==> src/rtl/aes_key_sched_ctrl.sv <==
// AES-128 key schedule controller: launches KeyExpansion, caches the 11 round keys
// and replays them in forward (encrypt) or reverse (decrypt) order.
module aes_key_sched_ctrl #(
   parameter logic [1:0] KE_IDLE    = 2'd0,
   parameter int         KE_TIMEOUT = 32
) (
   input  logic         CLK,
   input  logic         RST,
   input  logic         key_valid_in,
   input  logic [127:0] key_in,
   output logic         key_ready_out,
   output logic         ke_start_out,
   output logic [127:0] ke_key_out,
   input  logic [127:0] ke_key_in,
   input  logic [1:0]   ke_state_in,
   input  logic         req_valid_in,
   input  logic         req_dec_in,
   output logic         req_ready_out,
   output logic         rk_valid_out,
   output logic [127:0] rk_out,
   output logic [3:0]   rk_idx_out,
   output logic         rk_last_out,
   input  logic         rk_ready_in,
   output logic         key_loaded_out,
   output logic         err_out,
   output logic         busy_out
);

   localparam int TW = $clog2(KE_TIMEOUT + 1);

   typedef enum logic [1:0] {
      S_IDLE,
      S_START,
      S_EXPAND,
      S_STREAM
   } state_t;

   state_t         state_q, state_d;
   logic [127:0]   key_q, key_d;
   logic           loaded_q, loaded_d;
   logic           err_q, err_d;
   logic           dec_q, dec_d;
   logic [3:0]     cnt_q, cnt_d;
   logic [3:0]     idx_q, idx_d;
   logic [TW-1:0]  tmo_q, tmo_d;
   logic [127:0]   cache_q [0:10];
   logic           cache_we;
   logic           is_last;
   logic           cap_done;
   logic           in_stream;

   assign is_last   = dec_q ? (idx_q == 4'd0) : (idx_q == 4'd10);
   assign in_stream = (state_q == S_STREAM);

   always_comb begin
      state_d  = state_q;
      key_d    = key_q;
      loaded_d = loaded_q;
      err_d    = err_q;
      dec_d    = dec_q;
      cnt_d    = cnt_q;
      idx_d    = idx_q;
      tmo_d    = tmo_q;
      cache_we = 1'b0;
      cap_done = 1'b0;
      case (state_q)
         S_IDLE: begin
            // A pending key always wins over a stream request.
            if (key_valid_in) begin
               key_d    = key_in;
               loaded_d = 1'b0;
               err_d    = 1'b0;
               state_d  = S_START;
            end else if (req_valid_in && loaded_q) begin
               dec_d   = req_dec_in;
               idx_d   = req_dec_in ? 4'd10 : 4'd0;
               state_d = S_STREAM;
            end
         end
         S_START: begin
            cnt_d   = 4'd0;
            tmo_d   = '0;
            state_d = S_EXPAND;
         end
         S_EXPAND: begin
            tmo_d = tmo_q + 1'b1;
            if (ke_state_in != KE_IDLE) begin
               cache_we = 1'b1;
               cnt_d    = cnt_q + 4'd1;
               if (cnt_q == 4'd10) begin
                  cap_done = 1'b1;
                  loaded_d = 1'b1;
                  state_d  = S_IDLE;
               end
            end
            // Completion on the final allowed cycle takes precedence over the timeout.
            if (!cap_done && (tmo_d == TW'(KE_TIMEOUT))) begin
               err_d    = 1'b1;
               loaded_d = 1'b0;
               state_d  = S_IDLE;
            end
         end
         S_STREAM: begin
            if (rk_ready_in) begin
               if (is_last) begin
                  state_d = S_IDLE;
               end else begin
                  idx_d = dec_q ? (idx_q - 4'd1) : (idx_q + 4'd1);
               end
            end
         end
         default: state_d = S_IDLE;
      endcase
   end

   always_ff @(posedge CLK) begin
      if (!RST) begin
         state_q  <= S_IDLE;
         key_q    <= '0;
         loaded_q <= 1'b0;
         err_q    <= 1'b0;
         dec_q    <= 1'b0;
         cnt_q    <= 4'd0;
         idx_q    <= 4'd0;
         tmo_q    <= '0;
      end else begin
         state_q  <= state_d;
         key_q    <= key_d;
         loaded_q <= loaded_d;
         err_q    <= err_d;
         dec_q    <= dec_d;
         cnt_q    <= cnt_d;
         idx_q    <= idx_d;
         tmo_q    <= tmo_d;
      end
   end

   always_ff @(posedge CLK) begin
      if (cache_we) begin
         cache_q[cnt_q] <= ke_key_in;
      end
   end

   // Ready outputs are gated by RST so every output reads 0 while reset is held.
   assign key_ready_out  = RST && (state_q == S_IDLE);
   assign req_ready_out  = RST && (state_q == S_IDLE) && loaded_q && !key_valid_in;
   assign ke_start_out   = (state_q == S_START);
   assign ke_key_out     = key_q;
   assign busy_out       = (state_q != S_IDLE);
   assign key_loaded_out = loaded_q;
   assign err_out        = err_q;
   assign rk_valid_out   = in_stream;
   assign rk_out         = in_stream ? cache_q[idx_q] : '0;
   assign rk_idx_out     = in_stream ? idx_q : 4'd0;
   assign rk_last_out    = in_stream && is_last;

endmodule

==> config.mk <==
export PLATFORM = sky130hd
export DESIGN_NAME = aes_key_sched_ctrl
export DESIGN_NICKNAME = d
export VERILOG_FILES = /design/src/rtl/aes_key_sched_ctrl.sv
export SDC_FILE = /design/constraint.sdc
export NUM_CORES = 2
export LEC_CHECK = 0
export ABC_AREA = 1
export CORE_MARGIN = 2
export CORE_UTILIZATION = 30
export DETAILED_ROUTE_END_ITERATION = 10
export PLACE_DENSITY = 0.52
export SLEW_MARGIN = 20
export SYNTH_ARGS = -nofsm -noshare
export SYNTH_HDL_FRONTEND = slang
export SYNTH_SLANG_ARGS = --single-unit
==> constraint.sdc <==
create_clock -name CLK -period 10.5 [get_ports CLK]
set_input_delay 1.575 -clock CLK [delete_from_list [all_inputs] [get_ports CLK]]
set_output_delay 1.575 -clock CLK [all_outputs]
set_load 0.005 [all_outputs]
==> impl_results.md <==
* WP buf/inv at 4
* Clock Sinks at between 1500 and 2000
* RR Startpoint: state_q[0]$_SDFFE_PN0P_
* Relative slew slack at 0.2331
* CTS max path bufs at 3
* EDFF count, synth at approximately 1400
* CP Launch Type: flip-flop
* Synth Cell Area at 0.06006 sq mm
* Crit path top cell by count: buf_4
* Hpwl dp at 91.51 mm
* Number of remaining DRC errors at 0
* Gpl congestion at 0.7806
* Top Layer Used: met5
* Max frequency at 139.0 MHz
* PortBufs at around 530
* Critical Path, Cell by Cell: buf_4 -> buf_4 -> buf_4 -> o21ai_0 -> o221ai_1 -> nand3_1 -> a21oi_1 -> clkdlybuf4s50_1
* Avg Inst Size Synth at between 10 and 15 sq um
* GRT Residual Overflow at 0
* Critical path depth at 8
* Die height at between 400 and 500 um
* Rows at between 150 and 200
* Largest cells by area after synthesis: edfxtp_1 (70%), dfxtp_1 (5.0%), nor2_1 (4.9%)
* Register-to-Register Path Depth at 6
* Reg-to-reg endpoint: cache_q[10][102]$_DFFE_PP_
* Skew-Pair Late Insertion Delay at approximately 0.81 ns
* P_int at about 11 mW
* Clk root buf: clkbuf_16
* Outcome: completed
* First-pass GRT wire length at 264.2 mm
* Post-cts sizing count at 0
* Comb pwr share at 0.181
* Max incr delay on CP at between 0.9 and 1 ns
* First-pass DRT Iterations at 5
* Die X at ~450 um
* Final net count at between 5000 and 6000
* Synth cell count leaders: edfxtp_1 (1408), nor2_1 (789), o21ai_0 (555)
* Share of cells above drive strength 1 at 0.06374
* Fin area at around 0.073 sq mm
* Final Util at 0.3673
* Static Leakage at about 24 nW
* CTS tree: yes
* # IOs at 532
* Post-CTS Setup Inserts at 0
* Routed WL at ~180 mm
* Flop pwr share at 0.455
* Final Hold Fails at 0
* Worst endpoint required time at a little under 9 ns
* Sw Ratio at 0.2837
* Top cell type's share of synthesized area at 0.7039
* Initial core utilization at 0.3011
* Net Count, Synth at 4799
* HP Start: err_out$_SDFFE_PN0P_
* Drt initial violations at around 3300
* Placed cell area at a little under 0.07 sq mm
* Final setup fails at 0
* Synth warn at 0
* Routed wl met2 at about 90 mm
* Mapped Cells at 4522
* Slew @ Worst Pin at about 1.2 ns
* Total GRT Usage at 0.1735
* Hold buffers post-CTS at 0
* Largest delay contributor family on the critical path: buffers and inverters
* Drt wl/cell at 23.38 um
* Max-cap violations at 0
* Most common cell in the netlist: edfxtp_1
* Vias per std cell at between 5 and 6
* Clk pwr share at 0.364
* Asr flop ratio synth at 0
* PwrDens at roughly 220 mW/mm^2
* Vias at between 30000 and 40000
* Slowest-stage cell, CP: buf_4
* Count of final max-slew check failures at 0
* Core box area at about 0.2 sq mm
* Largest net degree at the start of global routing at roughly 340
* Hold Path Class: reg -> reg
* M1 WL at 75.10 mm
* Sequential area share after synthesis at 0.7543
* Clock Pin Slew Worst Setup and Hold Paths at approximately 0.060 ns
* Final period util at 0.6854
* Post-synth top flop: edfxtp_1
* Synth cell types at 32
* CP max FO at between 100 and 150
* R2R setup slack at 6.83 ns
* Min Tclk post-route at ~7 ns
* Max VDD drop at approximately 0.15 mV
* Unrepaired setup endpoints after global routing: no
* Worst Setup End Kind: output pin
* Final Skew at ~0.022 ns
* Crit path DAT at 5.62 ns
* Top cell type by total area after synthesis: edfxtp_1
* Die area at 0.2038 sq mm
* Synth Register Bits at 1559
* H-tree depth at 4
* Met3 wire length at approximately 11 mm
* TritonCTS buffer count at between 150 and 200
* Initial antenna violation count at 33
* Area growth syn-to-layout at 21.96%
* Psw at 4.519 mW
* Worst Setup EP: rk_out[19]
* Critical path class: reg -> out
* Detail Route Antenna Nets at 0
* Fillers at slightly below 20000
* Number of global-route vias before repair at roughly 38000
-- routing by layer --
layer  GRT usage  up-vias
met3     0.03484      317
li1            -    17827
met4     0.06313       20
met1      0.2171    19745
met5           0        -
met2      0.2967     1183
-- power by group through the flow --
stage	combinational, mW	clock [mW]	sequential, mW
finish	2.88	5.80	7.24
floorplan	1.64	0	7.35
global placement	2.90	0	7.37
global route	3.19	6.19	7.27
detailed placement	2.92	0	7.38
CTS	2.93	5.96	7.24
-- flip-flops by register name, indices dropped and copies added (netlist names), named ones only --
| name | count |
|---|---|
| idx_q | 4 |
| err_out | 1 |
| cache_q | 1408 |
| cnt_q | 4 |
| key_loaded_out | 1 |
| dec_q | 1 |
| tmo_q | 6 |
| state_q | 2 |
| ke_key_out | 128 |
-- through the flow --
step                total power, mW  std cells  TNS [ns]  setup slack [ns]  hold WS, ns
global route                  16.65       7746         0             2.881       0.4889
global placement              10.26       7422         0             4.030       0.4498
finish                        15.93       7747         0             3.304       0.4620
CTS                           16.13       7737         0             3.011       0.4729
detailed placement            10.29       7422         0             3.986       0.4637
floorplan                     8.987       4522  -1226.49           -0.8902       0.4448
-- cells by family (layout without fill, tap and decap cells) --
| family | count (synthesis) | after routing | share of synthesized area |
|---|---|---|---|
| other | 0 | 8 | 0 |
| buffers and inverters | 384 | 945 | 0.02989 |
| AND/OR/NAND/NOR | 1378 | 1378 | 0.09239 |
| XOR/XNOR | 2 | 2 | 0.0002917 |
| adder cells (fa/ha/maj) | 13 | 13 | 0.002833 |
| AO/OA/AOI/OAI | 1186 | 1186 | 0.1203 |
| flip-flops | 1559 | 1559 | 0.7543 |
-- layout by cell type, fill, tap and decap left out, types with 3 or more instances in the layout --
master	count
dfxtp_1	147
a21oi_1	146
buf_4	43
clkinvlp_4	6
ha_1	12
edfxtp_1	1408
nor3_2	11
clkinv_1	38
nand2_1	297
dfxtp_4	4
o21ai_1	96
inv_1	35
inv_16	4
clkbuf_1	36
nor3_1	5
nand4_1	3
o211ai_1	128
o21ai_0	555
o221ai_1	256
clkinv_2	33
bufinv_16	8
nor2_1	789
clkdlybuf4s50_1	530
clkinv_16	6
buf_12	12
inv_6	10
clkbuf_16	174
diode_2	8
nand3_1	267
-- final cells by class --
type / count / area [sq um] / share of cell area
Antenna cell: 8 / 20.02 / 0.0002733
Clock buffer: 214 / 4529 / 0.06183
Clock inverter: 101 / 900.9 / 0.01230
Inverter: 43 / 211.5 / 0.002887
Multi-Input combinational cell: 2579 / 13030 / 0.1778
Sequential cell: 1559 / 45320 / 0.6187
Tap cell: 2656 / 3323 / 0.04537
Timing Repair Buffer: 587 / 5923 / 0.08086
-- worst reg2reg max path: stages, from the launching register on --
cell,delay (ns)
dfxtp_1,0.34
inv_1,0.09
ha_1,0.34
nand2_1,0.43
nor3_2,0.23
buf_4,0.75
buf_4,1.04
-- worst min-delay path by stage --
stage | to | slack [ns] | cells after the start
after floorplan | err_out$_SDFFE_PN0P_ | 0.44 | 2
after global placement | err_out$_SDFFE_PN0P_ | 0.45 | 2
after detailed placement | err_out$_SDFFE_PN0P_ | 0.46 | 2
after CTS | err_out$_SDFFE_PN0P_ | 0.47 | 2
after global routing | err_out$_SDFFE_PN0P_ | 0.49 | 2
final | err_out$_SDFFE_PN0P_ | 0.46 | 2
Power figures use the tool's default switching activity.
